## src/rtl/xts_tweak_engine.sv

```systemverilog
// XTS tweak stage wrapped around a single-block cipher core: PP = P ^ T, C = CC ^ T, T *= alpha per block.
// Optional sticky misuse flag o_err is compiled in with `define XTS_ERR_EN.
module xts_tweak_engine #(
  parameter int MAX_BLOCKS = 32
) (
  input  logic         i_clk,
  input  logic         i_rstn,
  input  logic         i_tweak_valid,
  input  logic [127:0] i_tweak,
  output logic         o_tweak_ready,
  input  logic         i_data_valid,
  input  logic [127:0] i_data,
  output logic         o_data_ready,
  output logic         o_data_valid,
  output logic [127:0] o_data,
  input  logic         i_data_ready,
  output logic         o_cipher_start,
  output logic [127:0] o_cipher_data,
  input  logic [127:0] i_cipher_data,
  input  logic         i_cipher_valid,
`ifdef XTS_ERR_EN
  output logic         o_err,
`endif
  output logic         o_sector_done
);

  localparam logic [7:0] LAST_IDX = 8'(MAX_BLOCKS - 1);

  typedef enum logic [1:0] {
    IDLE        = 2'd0,
    READY       = 2'd1,
    WAIT_CIPHER = 2'd2,
    OUTPUT      = 2'd3
  } state_t;

  state_t       r_state;
  state_t       w_state_nxt;
  logic [127:0] r_tweak;
  logic [7:0]   r_cnt;
  logic [127:0] r_cipher_data;
  logic         r_cipher_start;
  logic [127:0] r_data;
  logic         r_data_valid;
  logic         r_sector_done;

  logic w_tweak_load;
  logic w_accept;
  logic w_result;
  logic w_handshake;
  logic w_last;

  // Multiply by alpha in GF(2^128) with the XTS reduction polynomial x^128 + x^7 + x^2 + x + 1.
  function automatic logic [127:0] gf_mul_alpha(input logic [127:0] t);
    return {t[126:0], 1'b0} ^ (t[127] ? 128'h87 : 128'h0);
  endfunction

  assign w_tweak_load = (r_state == IDLE) && i_tweak_valid;
  assign w_accept     = (r_state == READY) && i_data_valid;
  assign w_result     = (r_state == WAIT_CIPHER) && i_cipher_valid;
  assign w_handshake  = (r_state == OUTPUT) && r_data_valid && i_data_ready;
  assign w_last       = (r_cnt == LAST_IDX);

  always_ff @(posedge i_clk or negedge i_rstn) begin
    if (!i_rstn) begin
      r_state <= IDLE;
    end else begin
      r_state <= w_state_nxt;
    end
  end

  always_comb begin
    w_state_nxt = r_state;
    case (r_state)
      IDLE:        if (i_tweak_valid)  w_state_nxt = READY;
      READY:       if (i_data_valid)   w_state_nxt = WAIT_CIPHER;
      WAIT_CIPHER: if (i_cipher_valid) w_state_nxt = OUTPUT;
      OUTPUT:      if (w_handshake)    w_state_nxt = w_last ? IDLE : READY;
      default:                         w_state_nxt = IDLE;
    endcase
  end

  always_comb begin
    o_tweak_ready = (r_state == IDLE);
    o_data_ready  = (r_state == READY);
  end

  always_ff @(posedge i_clk or negedge i_rstn) begin
    if (!i_rstn) begin
      r_tweak        <= '0;
      r_cnt          <= '0;
      r_cipher_data  <= '0;
      r_cipher_start <= 1'b0;
      r_data         <= '0;
      r_data_valid   <= 1'b0;
      r_sector_done  <= 1'b0;
    end else begin
      r_cipher_start <= w_accept;
      r_sector_done  <= w_handshake && w_last;
      if (w_tweak_load) begin
        r_tweak <= i_tweak;
        r_cnt   <= '0;
      end
      if (w_accept) begin
        r_cipher_data <= i_data ^ r_tweak;
      end
      if (w_result) begin
        r_data       <= i_cipher_data ^ r_tweak;
        r_data_valid <= 1'b1;
      end
      // Tweak advances only once the block has actually left, so backpressure never skips a step.
      if (w_handshake) begin
        r_data_valid <= 1'b0;
        r_tweak      <= gf_mul_alpha(r_tweak);
        r_cnt        <= r_cnt + 8'd1;
      end
    end
  end

`ifdef XTS_ERR_EN
  logic r_err;

  always_ff @(posedge i_clk or negedge i_rstn) begin
    if (!i_rstn) begin
      r_err <= 1'b0;
    end else if (((r_state == IDLE) && i_data_valid) ||
                 ((r_state != WAIT_CIPHER) && i_cipher_valid)) begin
      r_err <= 1'b1;
    end
  end

  assign o_err = r_err;
`endif

  assign o_cipher_data  = r_cipher_data;
  assign o_cipher_start = r_cipher_start;
  assign o_data         = r_data;
  assign o_data_valid   = r_data_valid;
  assign o_sector_done  = r_sector_done;

endmodule

```

## config.mk

```make
export PLATFORM = sky130hd
export DESIGN_NAME = xts_tweak_engine
export DESIGN_NICKNAME = d
export VERILOG_FILES = /design/src/rtl/xts_tweak_engine.sv
export SDC_FILE = /design/constraint.sdc
export NUM_CORES = 1
export LEC_CHECK = 0
export ABC_AREA = 0
export CAP_MARGIN = 20
export CORE_AREA = 4 4 248 250
export CTS_BUF_LIST = sky130_fd_sc_hd__clkbuf_8
export CTS_CLUSTER_DIAMETER = 120
export DETAILED_ROUTE_END_ITERATION = 16
export DIE_AREA = 0 0 252 254
export HOLD_SLACK_MARGIN = 0.06
export SLEW_MARGIN = 15
export SYNTH_ARGS = -nofsm -noshare
export SYNTH_HDL_FRONTEND = slang
export SYNTH_SLANG_ARGS = --single-unit
export TNS_END_PERCENT = 1
```

## constraint.sdc

```tcl
create_clock -name i_clk -period 2.07 [get_ports i_clk]
set_clock_uncertainty 0.05 [all_clocks]
set_input_delay 0.5175 -clock i_clk [delete_from_list [all_inputs] [get_ports i_clk]]
set_output_delay 0.5175 -clock i_clk [all_outputs]
set_load 0.005 [all_outputs]
```

Yosys cells after proc, flatten, opt, wreduce, memory -nomap -nowiden --
Cells that the tools add are included.
Storage, ports and cells: output and inout bits 261, input port bits 390, word-level logic and storage cells 43, register bits after elaboration 397
Operators by class: equality and inequality tests 8, mux-type cells 13, reduce and logical (&&, ||, !) cells 10, bitwise operators 3, $add $sub $neg 1
Operators with widths (count):
- $mux 128 | 2
- $xor 128x128->128 | 2
- $xor 128x8->128 | 1
- $mux 8 | 3
- $add 8x1->8 const B | 1
- $eq 8x5->1 const B | 1
- $mux 2 | 4
- $ne 2x2->1 const B | 4
- $pmux 2 s4 | 1
- $logic_and 1x1->1 | 6
- $eq 2x2->1 const B | 2
- $reduce_and 4->1 | 1
- $reduce_bool 2->1 | 2
- $mux 1 | 3
- $eq 2x1->1 const B | 1
- $logic_not 2->1 | 1

Depth between registers and ports, before layout --
Gate-level depths: netlist (run 1).
depth after elaboration 5, depth in mapped cells 9

Worst setup path after synthesis (run 1) --
No wires, ideal clock.
path kind reg2reg, start register r_state[0], end register r_tweak[33], required time 1.893 ns, stages on the path, launching flop included 10, path buffers 5, arrival 1.524 ns, clock period less this slack 1.701 ns, path slack 0.369 ns, path through dfrtp_1 ha_1 and3_1 buf_6 buf_6 buf_8 buf_12 buf_12 nand2_2 o21ai_2
Between the ends: cells in the longest elaborated chain, start to end 4, elaborated cells between the ends (all ways) 7, those cells by class eq/ne: 1; mux: 1; reduce/logical: 5
Ends and longest elaborated chain:
- start, declared | line 36 | state_t r_state;
- start signal, assigned | line 67 | r_state <= w_state_nxt;
- $eq 2x2->1 | line 60 | assign w_handshake = (r_state == OUTPUT) && r_data_valid && i_data_ready;
- $logic_and 1x1->1 (2 in series) | line 60
- $mux 128 or $reduce_bool 2->1 (tied branches)
- end signal, assigned | line 100 | r_tweak <= i_tweak;
- end signal, assigned | line 113 | r_tweak <= gf_mul_alpha(r_tweak);
- end, declared | line 38 | logic [127:0] r_tweak;
Several ways; a longest one is shown, not always the timed one. A chain may end at the register's enable or synchronous reset.

Worst setup path in the final report (run 1) --
start register r_state[0], end output o_tweak_ready
Between the ends: cells in the longest elaborated chain, start to end 1
Ends and longest elaborated chain:
- $logic_not 2->1 | line 83 | o_tweak_ready = (r_state == IDLE);
- end, declared | line 10 | output logic o_tweak_ready,
No other way between the ends.

==> summary.md, run 1 <==
| Metric | Value |
|---|---|
| Run status | finished, final reports clean |
| Overflow left after global routing | 0 |
| Cell type with the largest total area after synthesis | sky130_fd_sc_hd__dfrtp_1 |
| Global-route wire length before repair | 95.6 mm |
| Buffer type at the clock tree root | sky130_fd_sc_hd__clkbuf_8 |
| Hold Slack | 0.374 ns |
| Most repeated cell in the gate-level netlist after synthesis | sky130_fd_sc_hd__dfrtp_1 |
| Sum of negative setup slack | 0 ns |
| Reg-to-reg setup timing slack | 0.21 ns |
| Critical Setup Path Class | flop to output port |
| Largest cells by area after synthesis | sky130_fd_sc_hd__dfrtp_1 54%, sky130_fd_sc_hd__xnor2_1 12%, sky130_fd_sc_hd__mux2i_1 7.1%, sky130_fd_sc_hd__a21oi_1 7.1%, sky130_fd_sc_hd__nor2_1 5.4% |
| CP arrival | 1.40 ns |
| Post-synthesis cell type count | 37 |
| Vertical die dimension | 254 um |
| Kind of path behind the tightest hold check | input pin to async pin |
| Level count of the clock H-tree | 3 |
| Final hold violations | 0 |
| Most instantiated flip-flop cell in the synthesis netlist | sky130_fd_sc_hd__dfrtp_1 |
| Clock Latency Late Sink | roughly 0.65 ns |
| Element type at the critical path start | flop |
| Worst slew margin relative to its limit | 0.673 |
| Worst Max-Slew Pin Slew | 0.490 ns |
| Area share of the leading cell type in the synthesized netlist | 0.545 |
| Combined area of all synthesized cells | 18200 um2 |
| Row cnt | 89 |
| R2R cell count | 7 |
| Static Leakage | 11.9 nW |
| Final max-slew violation count | 0 |
| Number of antenna violations at the first check in global routing | 12 |
| Total track usage | 0.193 |
| Count of boundary I/O pins | 651 |
| Warnings, synthesis | 0 |
| NumNets Final | 2837 |
| Total Wirelength | 63.6 mm |
| Syn Area/Cell | approximately 11 um2 |
| Max-cap violation count | 0 |
| 1st-iter DRT viols | 632 |
| Ratio of cells with drive above 1 in the final layout | 0.138 |
| Synth-to-Final Area Change | 50.7% |
| Achievable clock frequency | 0.509 GHz |
| Initial Utilization | 0.309 |
| Worst r2r src | r_state[0] |
| Share of the clock period used by the worst path | 0.949 |
| DRC viols | 0 |
| Clock slew at the register clock pins of the worst setup and hold paths | 0.05 ns |
| Power per cell area | 1400 nW/um2 |
| Required time of the worst setup path | around 1.5 ns |
| Nets in the synthesized netlist | 2111 |
| Fraction of the yosys area taken by sequential cells | 0.545 |
| Async SR Flop Fraction | 1.00 |
| Unrepaired setup endpoints after global routing | false |
| Synth top cells by count | 397 x sky130_fd_sc_hd__dfrtp_1, 260 x sky130_fd_sc_hd__nor2_1, 257 x sky130_fd_sc_hd__a21oi_1 |
| Post-detailed-route wirelength per cell | 19.4 um |
| Flip-flop and latch count after synthesis | 397 |
| Placed wire-length estimate after detailed placement | 49.2 mm |
| Vias in the first global route | 16003 |
| IO buf count | 650 |
| TritonCTS clock tree | yes |
| Critical path capture point type | output port |
| Capture instance of the worst register-to-register path | r_state[0] |
| Via-to-Cell Ratio | 4.62 |
| Gate count after technology mapping | 1715 |
| Worst Path Max Fanout | 3 |
| Pin count of the biggest net entering global routing | 109 |
| Number of enable flip-flop cells after synthesis | 0 |
| Final RePlAce weighted congestion | 0.852 |
| Number of detailed-routing iterations run before antenna repair | 5 |
| Post-route minimum period | 1.96 ns |
| Endpoints failing setup | 0 |
| Die footprint | 64000 um2 |
| Clock tree buffer depth | 3 |
| Die width | 252 um |
| Number of buffers added by the clock tree synthesis step | 75 |
| Critical Path Source | r_state[0] |
| Via count | ~15000 |
| Number of nets with antenna violations after detailed routing | 0 |
| Maximum ir drop on the vdd rail | between 0.0006 and 0.0007 V |
| Core area | between 50000 and 60000 um2 |
| Number of sinks driven by the clock tree | between 300 and 400 |
==> per-stage QoR <==
| stage | std cells | area (um2) | util | total power [W] | setup WS [ns] |
|---|---|---|---|---|---|
| 6_report | 3271 | 27500 | 0.466 | 0.0385 | 0.106 |
| 3_5_place_dp | 3133 | 26200 | 0.444 | 0.0328 | -0.0426 |
| 2_1_floorplan | 1715 | 18200 | - | 0.0230 | 0.369 |
| 4_1_cts | 3265 | 27400 | 0.465 | 0.0390 | -0.0253 |
| 5_1_grt | 3270 | 27500 | 0.466 | 0.0413 | 0.00819 |
| 3_3_place_gp | 3133 | 26200 | 0.444 | 0.0323 | 0.0254 |
==> worst max-delay path by stage <==
stage                         end  slack, ns  depth (start not counted)
detailed placement     r_state[0]      -0.04                          5
floorplan             r_tweak[33]       0.37                          9
global route        o_tweak_ready      0.008                          3
CTS                  o_data_ready      -0.03                          3
finish              o_tweak_ready       0.11                          3
global placement     r_tweak[104]       0.03                          6
==> state kept, by name (all words and copies together) (netlist names) <==
register	cells
o_sector_done	1
o_data_valid	1
r_cnt	8
r_tweak	128
o_cipher_start	1
o_data	128
o_cipher_data	128
r_state	2
==> cell type report <==
type	count	area, um2
fillers	5707	31500
clock inverters	42	292
inverters	3	13.8
flip-flops and latches	397	9940
multi-input cells	1212	7730
repair buffers	752	7320
well taps	773	967
diodes	4	10.0
clock buffers	88	1210
==> critical path: stages, from the launching register on <==
cell and delay (ns):
sky130_fd_sc_hd__dfrtp_2 0.45, sky130_fd_sc_hd__inv_4 0.08, sky130_fd_sc_hd__ha_4 0.13, sky130_fd_sc_hd__buf_6 0.10
==> logic make-up after synthesis <==
group | Yosys count | share of synthesized area
AOI/OAI and AO/OA | 405 | 0.126
xor gates and xnor gates | 259 | 0.124
adders and majority gates | 6 | 0.00412
buffers and inverters | 106 | 0.0339
DFF | 397 | 0.545
muxes | 129 | 0.0708
and+or+nand+nor | 413 | 0.0961
==> repair_timing <==
item	CTS	global route
setup buffers	1	2
resized for setup	274	3
setup endpoints to repair	261	2
endpoints found under the hold margin	52	0
pin swaps	1	0
hold buffers	1	0
==> cells in the final DEF, fill, tap and decap left out, types with 2 or more instances in the layout <==
cell type	n
sky130_fd_sc_hd__diode_2	4
sky130_fd_sc_hd__xnor2_1	256
sky130_fd_sc_hd__clkdlybuf4s50_1	388
sky130_fd_sc_hd__nor2_1	260
sky130_fd_sc_hd__xor2_1	3
sky130_fd_sc_hd__clkinv_8	2
sky130_fd_sc_hd__ha_4	2
sky130_fd_sc_hd__buf_4	72
sky130_fd_sc_hd__clkinv_2	8
sky130_fd_sc_hd__inv_1	26
sky130_fd_sc_hd__a21oi_1	257
sky130_fd_sc_hd__o21ai_1	5
sky130_fd_sc_hd__nand4_1	2
sky130_fd_sc_hd__dfrtp_1	396
sky130_fd_sc_hd__o21ai_0	75
sky130_fd_sc_hd__dlygate4sd2_1	259
sky130_fd_sc_hd__nor2b_1	2
sky130_fd_sc_hd__nand3_1	2
sky130_fd_sc_hd__buf_6	2
sky130_fd_sc_hd__and3_1	2
sky130_fd_sc_hd__and2_4	2
sky130_fd_sc_hd__clkinvlp_4	2
sky130_fd_sc_hd__nand2_1	77
sky130_fd_sc_hd__mux2i_1	129
sky130_fd_sc_hd__nand2_2	60
sky130_fd_sc_hd__ha_1	4
sky130_fd_sc_hd__bufinv_16	3
sky130_fd_sc_hd__o21ai_2	60
sky130_fd_sc_hd__a31oi_1	2
sky130_fd_sc_hd__clkbuf_8	88
sky130_fd_sc_hd__buf_12	29
==> where the power goes <==
group | switching (W) | internal (W) | leakage [nW]
combinational | 0.00696 | 0.00837 | 6.43
sequential | 0.00386 | 0.0116 | 4.57
clock | 0.00346 | 0.00426 | 0.864
==> metal layers <==
| layer | up-vias | GRT usage | wire length [um] |
|---|---|---|---|
| li1 | 7212 | - | - |
| met1 | 7277 | 0.223 | 24800 |
| met2 | 499 | 0.340 | 32200 |
| met3 | 120 | 0.0672 | 4960 |
| met4 | 14 | 0.0541 | 1520 |
| met5 | - | 0 | 81 |
Note: power is estimated with default switching activity, not from simulation.
==> run 2, diff against run 1 <==
--- a/config.mk
+++ b/config.mk
@@ -7,5 +7,5 @@
 export LEC_CHECK = 0
-export ABC_AREA = 0
+export ABC_AREA = 1
 export CAP_MARGIN = 20
-export CORE_AREA = 4 4 248 250
+export CORE_AREA = 4 4 253 255
 export CTS_BUF_LIST = sky130_fd_sc_hd__clkbuf_8
@@ -13,3 +13,3 @@
 export DETAILED_ROUTE_END_ITERATION = 16
-export DIE_AREA = 0 0 252 254
+export DIE_AREA = 0 0 257 259
 export HOLD_SLACK_MARGIN = 0.06
--- a/constraint.sdc
+++ b/constraint.sdc
@@ -4,2 +4,2 @@
 set_output_delay 0.5175 -clock i_clk [all_outputs]
-set_load 0.005 [all_outputs]
+set_load 0.1 [all_outputs]
==> run 2 against run 1 <==
  * Setup slack lost 0.099 ns
  * Critical path depth did not move
  * Synthesized cell count rose by 7.2%
  * Synthesized area fell by 4.1%
  * Non-clock buffer count down 22
  * Critical path type unchanged
  * Count of clock-buffer cells in the layout rose by 2
  * Global-route usage grew 0.32 points
  * Maximum frequency down 4.8%
  * Die area up 4.0%
==> summary.md, run 2 <==
| Metric | Value |
|---|---|
| Run status | finished, final reports clean |
| Via count | 15381 |
| Element type at the critical path start | flop |
| Number of detailed-routing iterations run before antenna repair | 5 |
| Combined area of all synthesized cells | 17500 um2 |
| Achievable clock frequency | 0.485 GHz |
| Number of sinks driven by the clock tree | 397 |
| Level count of the clock H-tree | 3 |
| R2R cell count | 9 |
| Async SR Flop Fraction | 1.00 |
| Clock Latency Late Sink | between 0.6 and 0.7 ns |
| Number of enable flip-flop cells after synthesis | 0 |
| Gate count after technology mapping | between 1500 and 2000 |
| Nets in the synthesized netlist | roughly 2200 |
| Post-synthesis cell type count | 25 |
| Number of buffers added by the clock tree synthesis step | 76 |
| Top library cells by usage in the layout, fill and taps aside | 642 x sky130_fd_sc_hd__nand2_1, 396 x sky130_fd_sc_hd__dfrtp_1, 388 x sky130_fd_sc_hd__clkdlybuf4s50_1, 268 x sky130_fd_sc_hd__buf_12, 262 x sky130_fd_sc_hd__o21ai_0 |
| Kind of path behind the tightest hold check | input pin to async pin |
| Syn Area/Cell | 9.51 um2 |
| NumNets Final | 2943 |
| Final RePlAce weighted congestion | 0.851 |
| Post-detailed-route wirelength per cell | 19.3 um |
| Share of synthesized cell area in and, or, nand and nor gates | 0.172 |
| Total track usage | 0.196 |
| Endpoints failing setup | 0 |
| Most instantiated flip-flop cell in the synthesis netlist | sky130_fd_sc_hd__dfrtp_1 |
| Sum of negative setup slack | 0 ns |
| Placed wire-length estimate after detailed placement | about 51 mm |
| Area share of the leading cell type in the synthesized netlist | 0.568 |
| Complex-gate fraction of the synthesized area | 0.0879 |
| Required time of the worst setup path | 1.50 ns |
| Via-to-Cell Ratio | 4.46 |
| Post-route minimum period | 2.06 ns |
| Clock slew at the register clock pins of the worst setup and hold paths | 0.06 ns |
| Buffer type at the clock tree root | sky130_fd_sc_hd__clkbuf_8 |
| Capture instance of the worst register-to-register path | r_tweak[30] |
| Synth top cells by count | 644 x sky130_fd_sc_hd__nand2_1, 397 x sky130_fd_sc_hd__dfrtp_1, 262 x sky130_fd_sc_hd__o21ai_0 |
| 1st-iter DRT viols | slightly above 900 |
| Most frequent standard cell in the layout excluding fill and tap cells | sky130_fd_sc_hd__nand2_1 |
| Count of boundary I/O pins | 651 |
| Vias in the first global route | 16223 |
| Number of antenna violations at the first check in global routing | 10 |
| Overflow left after global routing | 0 |
| TritonCTS clock tree | yes |
| CP arrival | around 1.5 ns |
| Post-synthesis mux area share | 0 |
| Die width | 257 um |
| Pin count of the biggest net entering global routing | 66 |
| Fraction of the yosys area taken by sequential cells | 0.568 |
| Flip-flop and latch count after synthesis | 397 |
| Core area | between 60000 and 70000 um2 |
| DRC viols | 0 |
| Vertical die dimension | roughly 260 um |
| Row cnt | 91 |
| Core utilization of the finished layout | 0.477 |
| Share of the clock period used by the worst path | 0.996 |
| Post-synthesis xor/xnor area fraction | 0.130 |
| Worst slew margin relative to its limit | 0.662 |
| Initial Utilization | 0.284 |
| Die footprint | 66600 um2 |
| Cell type with the largest total area after synthesis | sky130_fd_sc_hd__dfrtp_1 |
| Max-cap violation count | 0 |
| Final hold violations | 0 |
| IO buf count | 650 |
| Total Wirelength | 66.4 mm |
| Warnings, synthesis | 0 |
| Final max-slew violation count | 0 |
| Synth-to-Final Area Change | 67.9% |
| Worst r2r src | r_state[0] |
| Largest cells by area after synthesis | sky130_fd_sc_hd__dfrtp_1 57%, sky130_fd_sc_hd__nand2_1 14%, sky130_fd_sc_hd__xnor2_1 13%, sky130_fd_sc_hd__o21ai_0 7.5%, sky130_fd_sc_hd__nand3_1 3.0% |
| Ratio of cells with drive above 1 in the final layout | 0.177 |
| Global-route wire length before repair | 101 mm |
| Critical Setup Path Class | flop to output port |
| Worst Path Max Fanout | 3 |
| Main combinational cell family by area after synthesis | simple AND/OR/NAND/NOR gates |
| Most repeated cell in the gate-level netlist after synthesis | sky130_fd_sc_hd__nand2_1 |
| Reg-to-reg setup timing slack | 0.11 ns |
| Fraction of the mapped netlist area in adder cells | 0.00429 |
| Clock tree buffer depth | 3 |
| Worst Max-Slew Pin Slew | 0.503 ns |
| Critical path capture point type | output port |
| Number of nets with antenna violations after detailed routing | 0 |
| Unrepaired setup endpoints after global routing | true |
run 2: cell types whose count changed after synthesis, moves of 12 or more:
cell,previous run,this run
sky130_fd_sc_hd__a21oi_1,257,1
sky130_fd_sc_hd__a22oi_1,0,23
sky130_fd_sc_hd__buf_6,2,14
sky130_fd_sc_hd__inv_1,3,15
sky130_fd_sc_hd__mux2i_1,129,0
sky130_fd_sc_hd__nand2_1,78,644
sky130_fd_sc_hd__nand2_2,60,1
sky130_fd_sc_hd__nand3_1,2,106
sky130_fd_sc_hd__nor2_1,260,10
sky130_fd_sc_hd__o21ai_0,75,262
sky130_fd_sc_hd__o21ai_2,60,0
run 2: logic make-up (layout without fill, tap and decap cells):
| logic type | after synthesis | count (layout) |
|---|---|---|
| compound gates | 293 | 293 |
| xor+xnor | 260 | 260 |
| fa+ha+maj | 6 | 6 |
| buf+inv | 118 | 882 |
| flops | 397 | 397 |
| other cells | 0 | 7 |
| simple gates | 765 | 765 |
run 2: worst max-delay path, stage by stage (launching register included):
cell                      delay [ns]
sky130_fd_sc_hd__dfrtp_2        0.44
sky130_fd_sc_hd__inv_2          0.10
sky130_fd_sc_hd__ha_4           0.15
sky130_fd_sc_hd__buf_12         0.17
run 2: worst max-delay path by stage:
| stage | startpoint | end | slack [ns] | cells after the start |
|---|---|---|---|---|
| after floorplan | r_state[0] | r_tweak[66] | -0.25 | 10 |
| after detailed placement | i_data_ready | r_tweak[52] | -0.08 | 8 |
| after global placement | i_data_ready | r_tweak[11] | -0.002 | 8 |
| after CTS | r_state[1] | o_data_ready | -0.08 | 3 |
| after global routing | r_state[0] | o_tweak_ready | -0.1 | 3 |
| final | r_state[0] | o_tweak_ready | 0.007 | 3 |
run 2: layout make-up:
class / instances / area [um2]
fill: 5704 / 32200
timing repair buffer: 730 / 9820
clock inverter: 44 / 297
inverter: 18 / 75.1
tap: 837 / 1050
multi-input combinational: 1324 / 6950
clock buffer: 90 / 1240
antenna: 7 / 17.5
sequential: 397 / 9940
run 2: layer usage:
| layer | routed length (um) | global-route usage | vias up |
|---|---|---|---|
| met2 | 32800 | 0.331 | 580 |
| met1 | 26100 | 0.232 | 7321 |
| met5 | 61 | 0 | - |
| li1 | - | - | 7344 |
| met4 | 2010 | 0.0653 | 10 |
| met3 | 5440 | 0.0730 | 126 |
run 2: timing repair:
action	4_1_cts	5_1_grt
endpoints found under the setup margin	2	41
gates resized for setup	6	1
setup buffers	6	1
endpoints found under the hold margin	25	0
pin swaps	1	1
hold buffers	1	0
run 2: metrics by stage:
stage                     std cells  worst slack [ns]  hold WS (ns)  cell area, um2
after floorplan                1839            -0.253         0.172           17500
after global placement         3298          -0.00179         0.421           27700
after detailed placement       3298           -0.0797         0.429           27700
after CTS                      3439           -0.0835         0.280           29300
after global routing           3445           -0.0953         0.312           29400
final                          3447           0.00745         0.344           29400
Power of run 2 is not shown: default switching activity piles up to over one toggle a cycle in this logic, so the estimate is an artifact.
